`src/rtl/spi_master_if.sv`:
```
// rtl/spi_master_if.sv - SPI master handshake and serial bus bundle
//
// Purpose : groups the transfer handshake (start/tx_data/busy/done/rx_data)
//           and the serial pins (sck/sdo/sdi, plus cs_n when chip-select
//           generation is enabled) into one bundle.
// Modports: master - the spi_master side (drives busy, done, rx_data, sck,
//                    sdo and cs_n; reads start, tx_data and sdi)
//           slave  - the user/slave side (the mirror image)
// Macro   : SPI_MASTER_CS_EN adds the active-low chip select cs_n.

interface spi_master_if #(
    parameter int WIDTH = 16
);
    logic             start;
    logic [WIDTH-1:0] tx_data;
    logic             busy;
    logic             done;
    logic [WIDTH-1:0] rx_data;
    logic             sck;
    logic             sdo;
    logic             sdi;
`ifdef SPI_MASTER_CS_EN
    logic             cs_n;

    modport master (
        input  start, tx_data, sdi,
        output busy, done, rx_data, sck, sdo, cs_n
    );

    modport slave (
        output start, tx_data, sdi,
        input  busy, done, rx_data, sck, sdo, cs_n
    );
`else
    modport master (
        input  start, tx_data, sdi,
        output busy, done, rx_data, sck, sdo
    );

    modport slave (
        output start, tx_data, sdi,
        input  busy, done, rx_data, sck, sdo
    );
`endif
endinterface

```
`src/rtl/spi_master.sv`:
```
// rtl/spi_master.sv - SPI mode-0 master, MSB first, one word per start
//
// Purpose : shifts a WIDTH-bit word out on sdo while shifting WIDTH bits in
//           from sdi. sck idles low; each half-period lasts CLK_DIV clk
//           cycles. A transfer is a LEAD half-period with sck low followed by
//           WIDTH HIGH/LOW pairs, so busy lasts (2*WIDTH+1)*CLK_DIV cycles.
// Params  : CLK_DIV (1..255) sck half-period in clk cycles
//           WIDTH   (2..32)  bits per transfer
// Ports   : clk    system clock
//           reset  asynchronous active-high reset
//           bus    spi_master_if.master (start, tx_data, busy, done, rx_data,
//                  sck, sdo, sdi and, with SPI_MASTER_CS_EN, cs_n)
// Macro   : SPI_MASTER_CS_EN enables the cs_n output (low while busy).

module spi_master #(
    parameter int CLK_DIV = 4,
    parameter int WIDTH   = 16
) (
    input  logic          clk,
    input  logic          reset,
    spi_master_if.master  bus
);

    localparam int               CNT_W      = $clog2(WIDTH + 1);
    localparam logic [7:0]       DIV_RELOAD = 8'(CLK_DIV - 1);
    localparam logic [CNT_W-1:0] LAST_BIT   = CNT_W'(WIDTH);

    typedef enum logic [1:0] {
        IDLE = 2'd0,
        LEAD = 2'd1,
        HIGH = 2'd2,
        LOW  = 2'd3
    } state_t;

    state_t           state_q;
    state_t           state_d;

    logic [7:0]       div_cnt;
    logic [CNT_W-1:0] bit_cnt;
    logic [WIDTH-1:0] tx_sh;
    logic [WIDTH-1:0] rx_sh;
    logic [WIDTH-1:0] rx_q;
    logic             sck_q;
    logic             done_q;

    // Decoded strobes from the next-state logic; the datapath acts only on
    // these so every register update is tied to a state transition.
    logic             tick;
    logic             accept;
    logic             enter_high;
    logic             enter_low;
    logic             finish;

    // ------------------------------------------------------------------
    // State register
    // ------------------------------------------------------------------
    always_ff @(posedge clk or posedge reset) begin
        if (reset) begin
            state_q <= IDLE;
        end else begin
            state_q <= state_d;
        end
    end

    // ------------------------------------------------------------------
    // Next-state logic and transition strobes
    // ------------------------------------------------------------------
    always_comb begin
        state_d    = state_q;
        tick       = (div_cnt == 8'd0);
        accept     = 1'b0;
        enter_high = 1'b0;
        enter_low  = 1'b0;
        finish     = 1'b0;

        case (state_q)
            IDLE: begin
                // The done cycle is spent in IDLE, so a start presented
                // there is taken and transfers run back to back.
                if (bus.start) begin
                    state_d = LEAD;
                    accept  = 1'b1;
                end
            end
            LEAD: begin
                if (tick) begin
                    state_d    = HIGH;
                    enter_high = 1'b1;
                end
            end
            HIGH: begin
                if (tick) begin
                    state_d   = LOW;
                    enter_low = 1'b1;
                end
            end
            LOW: begin
                if (tick) begin
                    // bit_cnt counts sck rises already made in this transfer.
                    if (bit_cnt == LAST_BIT) begin
                        state_d = IDLE;
                        finish  = 1'b1;
                    end else begin
                        state_d    = HIGH;
                        enter_high = 1'b1;
                    end
                end
            end
            default: begin
                state_d = IDLE;
            end
        endcase
    end

    // ------------------------------------------------------------------
    // Datapath: divider, bit counter, shift registers, output flops
    // ------------------------------------------------------------------
    always_ff @(posedge clk or posedge reset) begin
        if (reset) begin
            div_cnt <= 8'd0;
            bit_cnt <= '0;
            tx_sh   <= '0;
            rx_sh   <= '0;
            rx_q    <= '0;
            sck_q   <= 1'b0;
            done_q  <= 1'b0;
        end else begin
            done_q <= finish;

            // Reload on every transition (and while idle) so each
            // half-period is exactly CLK_DIV cycles regardless of history.
            if ((state_d != state_q) || (state_q == IDLE)) begin
                div_cnt <= DIV_RELOAD;
            end else begin
                div_cnt <= div_cnt - 8'd1;
            end

            if (accept) begin
                tx_sh   <= bus.tx_data;
                rx_sh   <= '0;
                bit_cnt <= '0;
            end

            // sck 0->1 edge: sample sdi in the same clk edge.
            if (enter_high) begin
                sck_q   <= 1'b1;
                rx_sh   <= {rx_sh[WIDTH-2:0], bus.sdi};
                bit_cnt <= bit_cnt + CNT_W'(1);
            end

            // sck 1->0 edge: move the next tx bit onto sdo.
            if (enter_low) begin
                sck_q <= 1'b0;
                tx_sh <= {tx_sh[WIDTH-2:0], 1'b0};
            end

            // Only complete words reach rx_data; an aborted transfer
            // leaves it untouched.
            if (finish) begin
                rx_q <= rx_sh;
            end
        end
    end

`ifdef SPI_MASTER_CS_EN
    logic cs_n_q;

    always_ff @(posedge clk or posedge reset) begin
        if (reset) begin
            cs_n_q <= 1'b1;
        end else if (accept) begin
            cs_n_q <= 1'b0;
        end else if (finish) begin
            cs_n_q <= 1'b1;
        end
    end

    assign bus.cs_n = cs_n_q;
`endif

    // ------------------------------------------------------------------
    // Outputs
    // ------------------------------------------------------------------
    assign bus.busy    = (state_q != IDLE);
    assign bus.done    = done_q;
    assign bus.rx_data = rx_q;
    assign bus.sck     = sck_q;
    // The MSB of the tx shifter is the bit on the wire; forced low in IDLE.
    assign bus.sdo     = (state_q != IDLE) && tx_sh[WIDTH-1];

endmodule

```
`src/flat_wrapper.sv`:
```
// flat-port wrapper written by rule: the top's interface ports become plain ports
module spi_master_flat 
#(
    parameter int CLK_DIV = 4,
    parameter int WIDTH   = 16
)
  (clk, reset, bus_start, bus_tx_data, bus_sdi, bus_busy, bus_done, bus_rx_data, bus_sck, bus_sdo);
  spi_master_if #(.WIDTH(WIDTH)) bus_i ();
  input  logic clk;
  input  logic reset;
  input wire logic [$bits(bus_i.start)-1:0] bus_start;
  input wire logic [$bits(bus_i.tx_data)-1:0] bus_tx_data;
  input wire logic [$bits(bus_i.sdi)-1:0] bus_sdi;
  output wire logic [$bits(bus_i.busy)-1:0] bus_busy;
  output wire logic [$bits(bus_i.done)-1:0] bus_done;
  output wire logic [$bits(bus_i.rx_data)-1:0] bus_rx_data;
  output wire logic [$bits(bus_i.sck)-1:0] bus_sck;
  output wire logic [$bits(bus_i.sdo)-1:0] bus_sdo;
  assign bus_i.start = bus_start;
  assign bus_i.tx_data = bus_tx_data;
  assign bus_i.sdi = bus_sdi;
  assign bus_busy = bus_i.busy;
  assign bus_done = bus_i.done;
  assign bus_rx_data = bus_i.rx_data;
  assign bus_sck = bus_i.sck;
  assign bus_sdo = bus_i.sdo;
  spi_master #(.CLK_DIV(CLK_DIV), .WIDTH(WIDTH)) u_core (.clk(clk), .reset(reset), .bus(bus_i));
endmodule
```
`config.mk`:
```
export PLATFORM = sky130hd
export DESIGN_NAME = spi_master_flat
export DESIGN_NICKNAME = d
export VERILOG_FILES = /design/src/rtl/spi_master_if.sv /design/src/rtl/spi_master.sv /design/src/flat_wrapper.sv
export SDC_FILE = /design/constraint.sdc
export NUM_CORES = 1
export LEC_CHECK = 0
export ABC_AREA = 1
export CORE_ASPECT_RATIO = 1.2
export CORE_UTILIZATION = 55
export DETAILED_ROUTE_END_ITERATION = 8
export DONT_BUFFER_PORTS = 1
export GPL_TIMING_DRIVEN = 0
export PLACE_DENSITY = 0.82
export SETUP_SLACK_MARGIN = 0.15
export SLEW_MARGIN = 5
export SYNTH_ARGS = -nofsm -noshare
export SYNTH_HDL_FRONTEND = slang
export SYNTH_SLANG_ARGS = --single-unit
```
`constraint.sdc`:
```
create_clock -name clk -period 1.82 [get_ports clk]
set_input_delay 0.182 -clock clk [delete_from_list [all_inputs] [get_ports clk]]
set_output_delay 0.182 -clock clk [all_outputs]
set_load 0.005 [all_outputs]
```
==> results.cfg <==
[floorplanning]
dieWidth_um = 69.2
die-area_sq_um = 5720
core_sq_um = 5260
rows = 29
start_util_pct = 56.7
io_pins = 40
die_y_um = 82.7

[critical_path]
crit_end = u_core.rx_sh[12]
cpMaxStageDelayCell = dfrtp_1
rr_worst_depth = 7
worstPathCellList = buf_2, nor2_1, nand2_1, buf_2, buf_2, nand3_1, nand2_1
r2r_end = u_core.rx_sh[12]
path_common_cell = buf_2
cp_data_arrival_time_ps = 1820
max_stage_delay_ps = 370
worst_setup_path_end_kind = flop
path_class = reg2reg
cp_max_fo = 10
worst-endpoint-required_ps = 2070
r2r-start = u_core.state_q[0]
startpoint_type = flop
r2r_slack_ps = 250
critical_path.startpoint = u_core.state_q[0]

[flow_run]
drv_cap = 0

[logic_synthesis]
syn-num-nets = 368
synth_top_family_by_area = simple AND/OR/NAND/NOR gates
synthCells = 344
yosys.area_share.simple_pct = 35.3
synth_compound_area_share_pct = 1.55
yosysWarnings = 0
synth-edff-count = 0
synth_ff_type = dfrtp_1
muxShareOfSynthArea_pct = 0
synth.ff_latch_count = 65
synth_fa_ha_area_share_pct = 1.68
synth_cell_types = 27
ys_seq_area_share_pct = 54.5
synth_xor_area_share_pct = 0.587
syn_area_per_cell_sq_um = 8.67
netlist_area_sq_um = 2980
synth_async_sr_flop_share_pct = 100

[drt]
dr.pass1.iters = 4
post_drt_wl_per_cell_um = 13.6
routed_wl_um = 6020
via_per_inst = 5.58
drt-initial-drc-count = 173
ant_nets = 0
via_count = 2466
drc = 0

[grt]
track_usage_pct = 23.2
grt_pass1_wl_um = 10400
grt_overflow = 0
antenna_found_initial = 0
grt_pass1_vias = 2336
grt_max_degree = 35

[timing]
period_needed_ps = 1570
hold_viol_final = 0
fin_skew_ps = 11.4
holdWs_ps = 46.4
period_share_pct = 86.4
setup_viol_count_final = 0
tightest_slew_ps = 709
grt_setup_unrepaired = false
setup_tns_ps = 0
max_freq_mhz = 636
slew_headroom_pct = 52.6
slew_violations = 0
fin_ws_ps = 248

[placement]
routabilityCongestion = 0.799
dpl_cell_area_sq_um = 3080
hpwl_um = 3920
port_buffers = 0
dp_cells = 407
dpl_worst_slack_ps = 164

[clock_network]
cts.sinks = 65
numCtsBuffers = 9
clk_pin_slew_ps = 80
clock-root-buffer = clkbuf_8
cts_max_path_buffers = 2
cts_max_level = 3
tritoncts = done
clock_latency_ps = 350

[cells_and_area]
layout_commonest_cell = nand2_1
drive_above_1_share_pct = 13.7
area_growth_pct = 18.2
register_area_sq_um = 1630
multi_input_area_sq_um = 1180
fin_area_sq_um = 3520
final_cell_mix = nand2_1, nand3_1, dfrtp_1
antenna_cells = 0
fill_cells = 392
final_cells = 442
fin_nets = 399

[hold_path]
hp-class = in2reg

[power_and_ir_drop]
p_leak_nw = 1.73
powerDensity_nw_per_um2 = 813
ir_drop_mv = 0.644

[run_status]
status = finished clean
==> cell families after synthesis <==
| kind of cell | Yosys count |
|---|---|
| AOI/OAI and AO/OA | 8 |
| xor gates and xnor gates | 2 |
| adders and majority gates | 4 |
| buffers and inverters | 40 |
| DFF | 65 |
| and+or+nand+nor | 225 |
==> repair_timing <==
| item | in CTS | in global routing |
|---|---|---|
| gates resized for setup | 0 | 19 |
| hold buffers | 17 | 0 |
| endpoints found under the hold margin | 49 | 0 |
| setup endpoints to repair | 0 | 44 |
| buffers inserted | 0 | 2 |
==> flip-flops by register name, indices dropped and copies added, names as in the netlist <==
| name | flops |
|---|---|
| u_core.bit_cnt | 5 |
| u_core.bus.done | 1 |
| u_core.bus.rx_data | 16 |
| u_core.bus.sck | 1 |
| u_core.div_cnt | 8 |
| u_core.rx_sh | 16 |
| u_core.state_q | 2 |
| u_core.tx_sh | 16 |
==> synth_stat cells (all sizes together), types with 2 or more instances <==
cell | number | area, sq um
nand4 | 24 | 150
buf | 16 | 98.8
a21oi | 4 | 20.0
inv | 18 | 67.6
ha | 4 | 50.1
o21ai | 3 | 18.8
dfrtp | 65 | 1630
nor2 | 14 | 76.3
clkbuf | 5 | 18.8
nand2 | 108 | 410
nand3 | 74 | 383
xor2 | 2 | 17.5
==> metrics by stage <==
step	power [W]	utilization, %
3_5_place_dp	0.00153	58.6
2_1_floorplan	0.00151	-
4_1_cts	0.00289	66.0
3_3_place_gp	0.00152	58.2
5_1_grt	0.00296	67.0
6_report	0.00287	67.0
==> worst min path at each step <==
stage | start | end | slack [ps] | cells past startpoint
floorplan | bus_tx_data[10] | u_core.tx_sh[10] | 310 | 2
global placement | bus_tx_data[10] | u_core.tx_sh[10] | 320 | 2
detailed placement | reset | u_core.bit_cnt[0] | 200 | 1
CTS | bus_tx_data[0] | u_core.tx_sh[0] | 30 | 4
global route | bus_tx_data[0] | u_core.tx_sh[0] | 60 | 4
finish | bus_tx_data[0] | u_core.tx_sh[0] | 50 | 4
==> layout make-up <==
class	instances	area share [%]
buffer	21	3.76
clock buffer	9	3.51
clock inverter	7	2.70
inverter	19	2.27
multi-input combinational	239	33.6
sequential	65	46.1
tap	62	2.20
timing repair buffer	20	5.82
==> worst max-delay path, delay by kind of cell (launching register included) <==
| family | cells | cell delay, ps |
|---|---|---|
| flip-flops | 1 | 370 |
| AND/OR/NAND/NOR | 4 | 500 |
| buffers and inverters | 3 | 590 |
==> power by group <==
| part | switching [W] | leakage [nW] | internal, W |
|---|---|---|---|
| registers | 0.00000669 | 0.773 | 0.00145 |
| clock network | 0.000570 | 0.109 | 0.000770 |
| logic | 0.0000370 | 0.844 | 0.0000326 |
==> routing by layer <==
layer | track usage, % | share of wire, %
met4 | 9.59 | 1.6
met1 | 28.5 | 45
met5 | 0 | 0
met3 | 6.19 | 4.3
met2 | 39.2 | 49
Power figures use the tool's default switching activity.
